==> src/rtl/if_fetch_unit_pkg.sv <==
// Shared definitions for the instruction-fetch front end: widths, the fetch
// state encoding and a helper that aligns redirect targets.
package if_fetch_unit_pkg;

   localparam int XLEN            = 64;
   localparam int ILEN            = 32;
   localparam int PC_STEP_DEFAULT = 4;

   // Canonical RISC-V NOP (addi x0, x0, 0), kept here for later flush logic.
   localparam logic [ILEN-1:0] NOP_INSTR = 32'h0000_0013;

   typedef enum logic [2:0] {
      FETCH_IDLE = 3'd0,
      FETCH_REQ  = 3'd1,
      FETCH_WAIT = 3'd2,
      FETCH_DROP = 3'd3,
      FETCH_HOLD = 3'd4
   } fetch_state_e;

   // Instructions are word aligned, so the two low bits of a target are cleared.
   function automatic logic [XLEN-1:0] align_pc(input logic [XLEN-1:0] target);
      return {target[XLEN-1:2], 2'b00};
   endfunction

endpackage

==> src/rtl/if_fetch_unit_pc_reg.sv <==
// Program counter register: redirect load has priority over the sequential
// increment; the increment wraps modulo 2^XLEN.
module if_fetch_unit_pc_reg
   import if_fetch_unit_pkg::*;
#(
   parameter logic [XLEN-1:0] RESET_PC = '0,
   parameter int              PC_STEP  = PC_STEP_DEFAULT
) (
   input  logic            clk,
   input  logic            rst_n,
   input  logic            load_en,
   input  logic [XLEN-1:0] load_pc,
   input  logic            inc_en,
   output logic [XLEN-1:0] pc
);

   // PC update: reset value, redirect target, or next sequential address.
   always_ff @(posedge clk or negedge rst_n) begin
      if (!rst_n) begin
         pc <= RESET_PC;
      end else if (load_en) begin
         pc <= load_pc;
      end else if (inc_en) begin
         pc <= pc + XLEN'(PC_STEP);
      end
   end

endmodule

==> src/rtl/if_fetch_unit.sv <==
// Instruction-fetch front end. Issues one instruction-memory request at a
// time, presents the returned word and its PC toward IF/ID, honours decode
// stalls and redirects, and drops a response that a redirect made stale.
//
// Handshakes: a request transfers on a rising edge where imem_req_valid and
// imem_req_ready are both high; while valid is high and ready is low the
// address is held unless a redirect replaces it (legal, nothing was accepted).
// Responses carry no ready: each accepted request returns exactly one
// imem_rsp_valid pulse at least one cycle later. The IF/ID side holds
// fetch_valid/Instruction/PCOut until a cycle with id_stall low consumes them.
module if_fetch_unit
   import if_fetch_unit_pkg::*;
#(
   parameter logic [XLEN-1:0] RESET_PC = 64'h0,
   parameter int              PC_STEP  = 4
) (
   input  logic            clk,
   input  logic            rst_n,
   output logic            imem_req_valid,
   output logic [XLEN-1:0] imem_req_addr,
   input  logic            imem_req_ready,
   input  logic            imem_rsp_valid,
   input  logic [ILEN-1:0] imem_rsp_data,
   input  logic            id_stall,
   input  logic            redirect_valid,
   input  logic [XLEN-1:0] redirect_pc,
   output logic            fetch_valid,
   output logic [ILEN-1:0] Instruction,
   output logic [XLEN-1:0] PCOut
);

   fetch_state_e    state;
   logic [XLEN-1:0] pc;
   logic [XLEN-1:0] redirect_target;
   logic            pc_load;
   logic            pc_inc;
   logic            rsp_accept;

   assign redirect_target = align_pc(redirect_pc);

   // A redirect reloads the PC whatever the fetch state is.
   assign pc_load = redirect_valid;

   // A response is kept only when waiting on a live request and no redirect
   // arrives in the same cycle.
   assign rsp_accept = (state == FETCH_WAIT) && imem_rsp_valid && !redirect_valid;
   assign pc_inc     = rsp_accept;

   // Requests come straight from the state and the PC; the address bus is
   // parked at zero whenever no request is offered.
   assign imem_req_valid = (state == FETCH_REQ);
   assign imem_req_addr  = imem_req_valid ? pc : '0;

   if_fetch_unit_pc_reg #(
      .RESET_PC (RESET_PC),
      .PC_STEP  (PC_STEP)
   ) u_pc_reg (
      .clk     (clk),
      .rst_n   (rst_n),
      .load_en (pc_load),
      .load_pc (redirect_target),
      .inc_en  (pc_inc),
      .pc      (pc)
   );

   // Fetch sequencer with registered IF/ID outputs; redirect wins over every
   // other event, and a stale response is always swallowed before refetching.
   always_ff @(posedge clk or negedge rst_n) begin
      if (!rst_n) begin
         state       <= FETCH_IDLE;
         fetch_valid <= 1'b0;
         Instruction <= '0;
         PCOut       <= '0;
      end else begin
         unique case (state)
            FETCH_IDLE: begin
               state <= FETCH_REQ;
            end

            FETCH_REQ: begin
               if (redirect_valid) begin
                  // An accepted request now targets the wrong address.
                  state <= imem_req_ready ? FETCH_DROP : FETCH_REQ;
               end else if (imem_req_ready) begin
                  state <= FETCH_WAIT;
               end
            end

            FETCH_WAIT: begin
               if (redirect_valid) begin
                  // A response arriving together with the redirect is dropped here.
                  state <= imem_rsp_valid ? FETCH_REQ : FETCH_DROP;
               end else if (imem_rsp_valid) begin
                  Instruction <= imem_rsp_data;
                  PCOut       <= pc;
                  fetch_valid <= 1'b1;
                  state       <= FETCH_HOLD;
               end
            end

            FETCH_DROP: begin
               // The one outstanding response is stale no matter what else happens.
               if (imem_rsp_valid) begin
                  state <= FETCH_REQ;
               end
            end

            FETCH_HOLD: begin
               if (redirect_valid || !id_stall) begin
                  fetch_valid <= 1'b0;
                  state       <= FETCH_REQ;
               end
            end

            default: begin
               state       <= FETCH_IDLE;
               fetch_valid <= 1'b0;
            end
         endcase
      end
   end

endmodule

==> config.mk <==
export PLATFORM = sky130hd
export DESIGN_NAME = if_fetch_unit
export DESIGN_NICKNAME = d
export VERILOG_FILES = /design/src/rtl/if_fetch_unit_pkg.sv /design/src/rtl/if_fetch_unit_pc_reg.sv /design/src/rtl/if_fetch_unit.sv
export SDC_FILE = /design/constraint.sdc
export NUM_CORES = 1
export LEC_CHECK = 0
export ABC_AREA = 1
export BUFFER_PORTS_ARGS = -buffer_cell sky130_fd_sc_hd__buf_2
export CAP_MARGIN = 5
export CORE_ASPECT_RATIO = 0.7
export CORE_MARGIN = 2
export CORE_UTILIZATION = 47
export CTS_CLUSTER_DIAMETER = 60
export CTS_CLUSTER_SIZE = 30
export DETAILED_ROUTE_END_ITERATION = 8
export PLACE_DENSITY = 0.73
export SETUP_SLACK_MARGIN = 0.15
export SLEW_MARGIN = 0
export SYNTH_ARGS = -nofsm -noshare
export SYNTH_HDL_FRONTEND = slang
export SYNTH_SLANG_ARGS = --single-unit
export TNS_END_PERCENT = 50
==> constraint.sdc <==
create_clock -name clk -period 1.5 [get_ports clk]
set_input_delay 0.225 -clock clk [delete_from_list [all_inputs] [get_ports clk]]
set_output_delay 0.225 -clock clk [all_outputs]
set_load 0.005 [all_outputs]
==> results.sh, run 1 <==
export IMPL_crit_family="buffers and inverters"
export IMPL_timing_final_crit_period_ns=1.99
export IMPL_hold_viol_final=0
export IMPL_first_global_vias=10689
export IMPL_antenna_found_initial=1
export IMPL_clk_latency_ns=0.45
export IMPL_postSynthAreaPerCell_um2=7.21
export IMPL_timing_final_crit_share=1.32
export IMPL_drcViolationCount=0
export IMPL_dieArea_um2=19700
export IMPL_whs_ns=0.00141
export IMPL_grt_usage=0.388
export IMPL_cts_root_buf="clkbuf_16"
export IMPL_final_antenna_net_count=0
export IMPL_final_cells=1977
export IMPL_slew_viol_final=0
export IMPL_drtIter0Drc=1709
export IMPL_fp_row_count=41
export IMPL_fmax_ghz=0.503
export IMPL_path_buf_inv=5
export IMPL_gp_congestion=0.962
export IMPL_status="finished with violations"
export IMPL_dpl_hpwl_um=23100
export IMPL_core_um2=18100
export IMPL_fin_util=0.852
export IMPL_grt_pass1_wl_um=59400
export IMPL_cts_buffer_depth=2
export IMPL_dieWidth_um=167
export IMPL_violations="negative setup slack"
export IMPL_num_vias=12066
export IMPL_wl_per_cell_um=23.2
export IMPL_synth_warning_count=0
export IMPL_clock_skew_ns=0.0133
export IMPL_rsz0062_at_grt="true"
export IMPL_setup_violations=223
export IMPL_min_path_type="primary input to flip-flop"
export IMPL_tritoncts="built"
export IMPL_place_inst=1807
export IMPL_ioPinCount=264
export IMPL_timing_final_ws_setup_ns=-0.487
export IMPL_ys_seq_area_frac=0.460
export IMPL_finish_net_count=1831
export IMPL_cts_buffers=17
export IMPL_critPathLaunchType="flip-flop"
export IMPL_ys_ff_latch=160
export IMPL_clk_pin_slew_ns=0.07
export IMPL_syn_area_um2=8710
export IMPL_io_buffers=257
export IMPL_peakVddDrop_uv=1010
export IMPL_dr_pass1_iters=6
export IMPL_dp_slack_ns=-0.240
export IMPL_power_density_nw_per_um2=1470
export IMPL_wirelength_um=45800
export IMPL_drive_above_1_share=0.508
export IMPL_start_util=0.481
export IMPL_die_h_um=118
export IMPL_grt_overflow=0
export IMPL_cp_data_required_time_ns=1.27
export IMPL_criticalPathCategory="flip-flop to output pin"
export IMPL_vias_per_cell=6.10
export IMPL_worstPathCellList="inv_2 -> buf_6 -> nand3_4 -> buf_12 -> clkbuf_16 -> nor2_1 -> buf_2"
export IMPL_grt_max_degree=42
export IMPL_synthCells=1208
export IMPL_fin_tns_setup_ns=-70.40
export IMPL_critPathCaptureType="output pin"
export IMPL_synthDistinctLibCells=41
export IMPL_worstPathArrival_ns=1.76
export IMPL_clkSinkCount=160
export IMPL_cp_slowest_cell="dfrtp_1"
export IMPL_cp_slowest_stage_delay_ns=0.40
export IMPL_syn_to_final_growth_pct=77.1
export IMPL_p_leak_nw=7.78
export IMPL_antenna_cells=0
export IMPL_h_tree_depth=4
export IMPL_crit_path_max_fanout=5
export IMPL_timing_max_cap_violations=0
-- through the flow --
step	cell area, um2	power [mW]
2_1_floorplan	8800	9.71
3_3_place_gp	11500	13.0
3_5_place_dp	11500	13.2
4_1_cts	14500	20.3
5_1_grt	15400	23.6
6_report	15400	22.8
-- what timing repair did --
action | CTS | global route
resized for setup | 332 | 188
cloned | 24 | 8
endpoints found under the setup margin | 219 | 223
hold buffers | 32 | 0
pin swaps | 78 | 34
buffers inserted | 55 | 19
hold endpoints to repair | 60 | 0
-- metal layers --
layer  part of all wire  vias to the layer above  track usage  wire (um)
met2               0.44                     1172        0.598      20000
met3               0.15                      334        0.116       6680
met5            0.00028                        -            0         13
li1                   -                     4903            -          -
met4              0.062                        2        0.134       2830
met1               0.36                     5655        0.521      16300
-- logic make-up (layout without fill, tap and decap cells) --
family	after synthesis	after routing	share of synthesized area
AOI/OAI and AO/OA	138	138	0.0896
xor gates and xnor gates	10	10	0.0101
adders and majority gates	1	1	0.00144
buffers and inverters	161	691	0.0773
DFF	160	160	0.460
other	1	4	0.000430
and+or+nand+nor	737	737	0.362
-- where the power goes --
| part | leakage (nW) | switching, mW | internal (mW) |
|---|---|---|---|
| sequential | 1.98 | 1.34 | 5.83 |
| clock | 0.285 | 2.14 | 2.39 |
| combinational | 5.52 | 5.82 | 5.22 |
| total | 7.78 | 9.30 | 13.5 |
-- cell usage in the layout, fill, tap and decap left out, drive strengths merged, types with 20 or more instances in the layout --
cell type and instances:
dlygate4sd3 32, clkbuf 25, inv 108, o21ai 92, dfrtp 160, nand3 76, nand2 410, nor2 211
nand4 20, buf 512
-- cell usage after synthesis (all sizes together) --
master	n	share of area
a211oi	1	0.00086
a21oi	12	0.0069
a31oi	4	0.0029
and3	1	0.00072
buf	37	0.024
clkbuf	17	0.0073
clkinv	2	0.0010
conb	1	0.00043
dfrtp	160	0.46
ha	1	0.0014
inv	105	0.045
nand2	410	0.18
nand3	76	0.045
nand3b	7	0.0060
nand4	20	0.015
nor2	211	0.10
nor3	10	0.0069
nor3b	1	0.00086
nor4	1	0.00072
o2111ai	3	0.0030
o211ai	17	0.015
o21a	2	0.0017
o21ai	92	0.053
o21bai	1	0.00086
o221ai	5	0.0050
o31ai	1	0.00086
xor2	10	0.010
-- layout make-up --
type	count	area, um2
Inverter	107	458
Clock buffer	18	439
Clock inverter	14	155
Tap cell	236	295
Timing Repair inverter	1	11.3
Timing Repair Buffer	551	4740
Multi-Input combinational cell	890	5320
Fill cell	894	2680
Sequential cell	160	4010
-- path summary, 6_finish.rpt --
check / from / end / slack (ns) / depth (start not counted)
worst min register to register: PCOut[18] / PCOut[18] / 0.48 / 2
min in group asynchronous: rst_n / PCOut[24] / 0.26 / 2
max in group asynchronous: rst_n / PCOut[56] / 0.62 / 3
worst max register to register: u_pc_reg.pc[47] / u_pc_reg.pc[59] / -0.44 / 8
worst max-delay path: state[2] / imem_req_addr[7] / -0.49 / 7
worst min-delay path: redirect_pc[5] / u_pc_reg.pc[5] / 0.001 / 3
-- sequential cells by signal, summed over array words and instances (netlist names) --
| name | flops |
|---|---|
| fetch_valid | 1 |
| u_pc_reg.pc | 62 |
| state | 3 |
| Instruction | 32 |
| PCOut | 62 |
-- worst register-to-register path: cells and delay by family (launching register included) --
kind,cells,cell delay [ns]
flops,1,0.49
buf+inv,1,0.21
simple gates,7,1.10
Power figures use the tool's default switching activity.
==> run 2: changes to the inputs <==
--- a/config.mk
+++ b/config.mk
@@ -5,12 +5,11 @@
 export SDC_FILE = /design/constraint.sdc
 export NUM_CORES = 1
 export LEC_CHECK = 0
-export ABC_AREA = 1
 export BUFFER_PORTS_ARGS = -buffer_cell sky130_fd_sc_hd__buf_2
 export CAP_MARGIN = 5
 export CORE_ASPECT_RATIO = 0.7
 export CORE_MARGIN = 2
-export CORE_UTILIZATION = 47
+export CORE_UTILIZATION = 46
 export CTS_CLUSTER_DIAMETER = 60
 export CTS_CLUSTER_SIZE = 30
 export DETAILED_ROUTE_END_ITERATION = 8
==> constraint.sdc (replaced) <==
create_clock -name clk -period 1.7 [get_ports clk]
set_input_delay 0.255 -clock clk [delete_from_list [all_inputs] [get_ports clk]]
set_output_delay 0.255 -clock clk [all_outputs]
set_load 0.005 [all_outputs]
==> results.sh, run 2 <==
export IMPL_synth_xor_area_share=0.0413
export IMPL_synth_edff_count=0
export IMPL_ff2ff_path_depth=8
export IMPL_tritoncts="built"
export IMPL_slew_headroom=0.562
export IMPL_rsz0062_at_grt="true"
export IMPL_synthDistinctLibCells=60
export IMPL_drcViolationCount=0
export IMPL_crit_path_max_fanout=7
export IMPL_core_um2=17200
export IMPL_peakVddDrop_uv=804
export IMPL_synthCells=752
export IMPL_reg_top3="PCOut (62), u_pc_reg.pc (62), Instruction (32)"
export IMPL_postPlaceCellArea_um2=10900
export IMPL_whs_ns=0.0259
export IMPL_clkSinkCount=160
export IMPL_min_path_type="primary input to flip-flop"
export IMPL_first_global_vias=7749
export IMPL_synth_warning_count=0
export IMPL_status="finished with violations"
export IMPL_wirelength_um=29500
export IMPL_grt_pass1_wl_um=43000
export IMPL_min_path_cells=3
export IMPL_final_antenna_net_count=0
export IMPL_violations="negative setup slack"
export IMPL_cts_buffers=17
export IMPL_ys_seq_area_frac=0.497
export IMPL_p_leak_nw=6.39
export IMPL_dpl_hpwl_um=18700
export IMPL_cts_buffer_depth=2
export IMPL_timing_final_ws_setup_ns=-0.582
export IMPL_start_util=0.470
export IMPL_hp_start="redirect_pc[8]"
export IMPL_critPathLaunchType="flip-flop"
export IMPL_ioPinCount=264
export IMPL_fp_row_count=40
export IMPL_grt_max_degree=66
export IMPL_ys_ff_latch=160
export IMPL_synth_commonest_cells="dfrtp_1 (160), mux2_2 (92), nand2_1 (80), and2_1 (59), o21ai_0 (39)"
export IMPL_clock_skew_ns=0.00857
export IMPL_die_h_um=115
export IMPL_cts_root_buf="clkbuf_16"
export IMPL_io_buffers=257
export IMPL_synth_top_family_by_area="simple AND/OR/NAND/NOR gates"
export IMPL_fmax_ghz=0.438
export IMPL_finish_net_count=1280
export IMPL_syn_area_um2=8060
export IMPL_synthMuxAreaShare=0.136
export IMPL_clk_latency_ns=0.44
export IMPL_num_vias=8056
export IMPL_timing_hold_worst_endpoint="u_pc_reg.pc[8]"
export IMPL_dr_pass1_iters=6
export IMPL_final_cells=1421
export IMPL_synth_most_common_cell="dfrtp_1"
export IMPL_dieArea_um2=18600
export IMPL_yosysTopAreaCell="dfrtp_1"
export IMPL_cp_data_required_time_ns=1.44
export IMPL_wl_per_cell_um=20.8
export IMPL_tightest_slew_ns=0.656
export IMPL_drtIter0Drc=739
export IMPL_final_cell_area_um2=13000
export IMPL_timing_final_crit_share=1.34
export IMPL_syn_to_final_growth_pct=60.9
export IMPL_vias_per_cell=5.67
export IMPL_gp_congestion=0.865
export IMPL_postSynthAreaPerCell_um2=10.7
export IMPL_synth_adder_area_share=0.00155
export IMPL_grt_overflow=0
export IMPL_ys_top_cells_by_area="dfrtp_1 (50%), mux2_2 (13%), and2_1 (4.6%)"
export IMPL_power_density_nw_per_um2=1270
export IMPL_synth_compound_area_share=0.0642
export IMPL_criticalPathCategory="flip-flop to output pin"
export IMPL_place_inst=1338
export IMPL_dieWidth_um=162
export IMPL_clk_pin_slew_ns=0.07
export IMPL_yosysTopAreaCellShare=0.497
export IMPL_ys_flop_type="dfrtp_1"
export IMPL_r2r_end="u_pc_reg.pc[55]"
export IMPL_h_tree_depth=4
export IMPL_antenna_cells=0
export IMPL_slew_viol_final=0
export IMPL_setup_violations=215
export IMPL_reg2reg_from="u_pc_reg.pc[12]"
export IMPL_final_cell_mix="buf_2 (217), dfrtp_1 (156), buf_4 (139), nand2_1 (77), mux2_2 (70)"
export IMPL_yosys_area_share_simple=0.229
export IMPL_fin_tns_setup_ns=-69.97
export IMPL_synth_async_reset_ratio=1.00
export IMPL_hold_viol_final=0
export IMPL_fin_util=0.756
export IMPL_timing_final_crit_period_ns=2.28
export IMPL_r2r_slack_ns=-0.55
export IMPL_worstPathArrival_ns=2.03
export IMPL_timing_max_cap_violations=0
export IMPL_grt_usage=0.300
export IMPL_critPathCaptureType="output pin"
export IMPL_final_common_cell="buf_2"
export IMPL_antenna_found_initial=1
export IMPL_drive_above_1_share=0.592
-- run 2: changes by cell type after synthesis, sizes merged, moves of 46 or more --
| cell | before | now |
|---|---|---|
| nand3 | 76 | 30 |
| nand2 | 410 | 80 |
| inv | 105 | 8 |
| o21ai | 92 | 43 |
| and2 | 0 | 60 |
| nor2 | 211 | 27 |
| mux2 | 0 | 92 |
-- run 2: cell families (layout without fill, tap and decap cells) --
logic type / after synthesis / in the layout
xor gates and xnor gates: 38 / 38
adders and majority gates: 1 / 1
DFF: 160 / 160
and+or+nand+nor: 315 / 315
buffers and inverters: 56 / 491
AOI/OAI and AO/OA: 83 / 83
muxes: 98 / 98
other: 1 / 4
-- run 2: per-stage QoR --
step	worst slack [ns]	total power [mW]
floorplan	-0.388	8.11
global placement	-0.371	10.6
detailed placement	-0.462	10.8
CTS	-0.424	15.9
global route	-0.624	17.3
finish	-0.582	16.5
-- run 2: critical path, stage by stage (launching register included) --
cell and delay [ns]:
dfrtp_1 0.39, buf_6 0.12, inv_1 0.09, nor3_4 0.30, buf_12 0.19, buf_12 0.12, clkbuf_16 0.14, and2_4 0.13
buf_6 0.08
-- run 2: area by class of cell --
class / count / area (um2)
clock buffers: 17 / 425
clock inverters: 15 / 174
fillers: 1082 / 4190
inverters: 8 / 30.0
multi-input cells: 539 / 4580
flip-flops and latches: 160 / 4010
well taps: 231 / 289
repair buffers: 451 / 3470
-- run 2: worst max-delay path by stage --
stage,end,startpoint,cells past startpoint
3_5_place_dp,u_pc_reg.pc[52],state[2],5
4_1_cts,u_pc_reg.pc[61],state[2],5
6_report,imem_req_addr[47],state[0],8
3_3_place_gp,u_pc_reg.pc[36],state[2],6
5_1_grt,imem_req_addr[50],state[0],8
2_1_floorplan,u_pc_reg.pc[42],u_pc_reg.pc[2],7
-- run 2: what timing repair did --
item	CTS	global route
pin swaps	46	50
hold buffers	1	0
endpoints found under the hold margin	37	0
gates resized for setup	120	87
cloned	6	1
buffers inserted	25	18
endpoints found under the setup margin	218	219
-- run 2: report_power, final --
part           internal (mW)  switching (mW)  leakage, nW
clock network           2.21            1.77        0.287
registers               5.08           0.746         1.98
logic                   3.99            2.68         4.13
total                   11.3            5.19         6.39
-- run 2: per-layer routing --
metal | vias up | part of all wire | global-route usage | wire (um)
met5 | - | 0 | 0 | 0
met1 | 3981 | 0.42 | 0.428 | 12500
li1 | 3554 | - | - | -
met4 | 0 | 0.026 | 0.0838 | 753
met3 | 77 | 0.089 | 0.0718 | 2630
met2 | 444 | 0.46 | 0.464 | 13600
==> run 3: changes to the inputs <==
--- a/config.mk
+++ b/config.mk
@@ -13,6 +13,7 @@
 export CTS_CLUSTER_DIAMETER = 60
 export CTS_CLUSTER_SIZE = 30
 export DETAILED_ROUTE_END_ITERATION = 8
+export GPL_TIMING_DRIVEN = 0
 export PLACE_DENSITY = 0.73
 export SETUP_SLACK_MARGIN = 0.15
 export SLEW_MARGIN = 0
==> results.sh, run 3 (synthesis results as in run 2) <==
export IMPL_dr_pass1_iters=6
export IMPL_antenna_found_initial=3
export IMPL_syn_to_final_growth_pct=57.6
export IMPL_setup_violations=214
export IMPL_power_mw=16.5
export IMPL_finish_net_count=1227
export IMPL_rsz0062_at_grt="true"
export IMPL_timing_max_cap_violations=0
export IMPL_cp_data_required_time_ns=2.00
export IMPL_power_internal_mw=11.3
export IMPL_ioPinCount=264
export IMPL_dieArea_um2=18600
export IMPL_cts_buffer_depth=2
export IMPL_io_buffers=256
export IMPL_drive_above_1_share=0.590
export IMPL_criticalPathCategory="flip-flop to flip-flop"
export IMPL_clockPowerShare=0.245
export IMPL_critPathLaunchType="flip-flop"
export IMPL_dieWidth_um=162
export IMPL_final_antenna_net_count=0
export IMPL_power_density_nw_per_um2=1290
export IMPL_crit_path_max_fanout=5
export IMPL_start_util=0.470
export IMPL_worstPathArrival_ns=2.63
export IMPL_seqPwrFrac=0.362
export IMPL_dpl_hpwl_um=17900
export IMPL_clk_latency_ns=0.44
export IMPL_hp_start="redirect_pc[13]"
export IMPL_fmax_ghz=0.430
export IMPL_cts_root_buf="clkbuf_16"
export IMPL_timing_final_crit_period_ns=2.33
export IMPL_timing_final_ws_setup_ns=-0.626
export IMPL_min_path_type="primary input to flip-flop"
export IMPL_drtIter0Drc=956
export IMPL_timing_final_crit_share=1.37
export IMPL_p_comb_frac=0.393
export IMPL_swShare=0.315
export IMPL_hold_viol_final=0
export IMPL_clkSinkCount=160
export IMPL_tightest_slew_ns=0.777
export IMPL_reg_top3="PCOut (62), u_pc_reg.pc (62), Instruction (32)"
export IMPL_critPathCaptureType="flip-flop"
export IMPL_switchingPower_mw=5.18
export IMPL_gp_congestion=0.835
export IMPL_num_vias=7832
export IMPL_drcViolationCount=0
export IMPL_grt_usage=0.293
export IMPL_startpoint="state[2]"
export IMPL_tritoncts="built"
export IMPL_peakVddDrop_uv=755
export IMPL_first_global_vias=7495
export IMPL_grt_overflow=0
export IMPL_slew_viol_final=0
export IMPL_final_common_cell="buf_2"
export IMPL_reg2reg_from="state[2]"
export IMPL_fp_row_count=40
export IMPL_wl_per_cell_um=21.0
export IMPL_violations="negative setup slack"
export IMPL_wirelength_um=28700
export IMPL_die_h_um=115
export IMPL_vias_per_cell=5.72
export IMPL_p_leak_nw=6.11
export IMPL_core_um2=17200
export IMPL_final_cell_mix="buf_2 (215), dfrtp_1 (129), nand2_1 (76), buf_6 (70), buf_4 (67)"
export IMPL_clk_pin_slew_ns=0.07
export IMPL_h_tree_depth=4
export IMPL_clock_skew_ns=0.0123
export IMPL_cts_buffers=17
export IMPL_grt_max_degree=101
export IMPL_status="finished with violations"
export IMPL_whs_ns=0.0252
export IMPL_grt_pass1_wl_um=42000
export IMPL_slew_headroom=0.482
-- run 3: repair_timing --
| action | 4_1_cts | 5_1_grt |
|---|---|---|
| gates resized for setup | 170 | 151 |
| hold buffers | 1 | 0 |
| pin swaps | 36 | 38 |
| hold endpoints to repair | 99 | 0 |
| buffers inserted | 73 | 15 |
| setup endpoints to repair | 222 | 220 |
| gates cloned | 2 | 4 |
-- run 3: path summary, 6_finish.rpt --
kind	to	slack, ns	depth (start not counted)
min in group asynchronous	PCOut[27]	0.45	2
worst max-delay path	u_pc_reg.pc[61]	-0.63	6
worst min-delay path	u_pc_reg.pc[13]	0.03	3
worst max register to register	u_pc_reg.pc[61]	-0.63	6
max in group asynchronous	state[2]	0.44	3
worst min register to register	PCOut[16]	0.49	2
-- run 3: stage by stage --
step	area [um2]	util	std cells	TNS, ns	setup slack [ns]
floorplan	8430	-	755	-9.86	-0.388
global placement	10000	0.583	1242	-445.38	-2.15
detailed placement	10000	0.585	1243	-103.90	-1.12
CTS	11900	0.694	1349	-57.94	-0.546
global route	12700	0.740	1369	-79.38	-0.691
finish	12700	0.740	1370	-65.49	-0.626
-- run 3: final cells by class --
cell class                      instances  area [um2]
Multi-Input combinational cell        539        4700
Fill cell                            1140        4460
Sequential cell                       160        4040
Timing Repair Buffer                  352        2490
Buffer                                 46         531
Clock buffer                           18         439
Tap cell                              231         289
Clock inverter                         14         170
Inverter                                8        35.0
Antenna cell                            2        5.00
-- run 3: metal layers --
metal | global-route usage | vias up | wire [um]
met3 | 0.0801 | 59 | 2720
met2 | 0.450 | 428 | 13300
met5 | 0 | - | 0
li1 | - | 3453 | -
met4 | 0.0773 | 0 | 507
met1 | 0.415 | 3892 | 12200
-- run 3: critical path, stage by stage, from the launching register on --
cell	delay, ns
dfrtp_2	0.43
nand4bb_4	0.26
buf_8	0.15
or4_4	0.62
or3_4	0.38
o211ai_1	0.22
o311ai_2	0.14
-- run 3: power groups by stage --
stage | logic (mW) | clock network (mW) | registers [mW]
6_report | 6.46 | 4.03 | 5.96
2_1_floorplan | 2.17 | 0 | 5.95
3_5_place_dp | 4.47 | 0 | 5.97
5_1_grt | 6.93 | 4.24 | 6.11
3_3_place_gp | 4.37 | 0 | 5.91
4_1_cts | 5.35 | 4.06 | 5.89
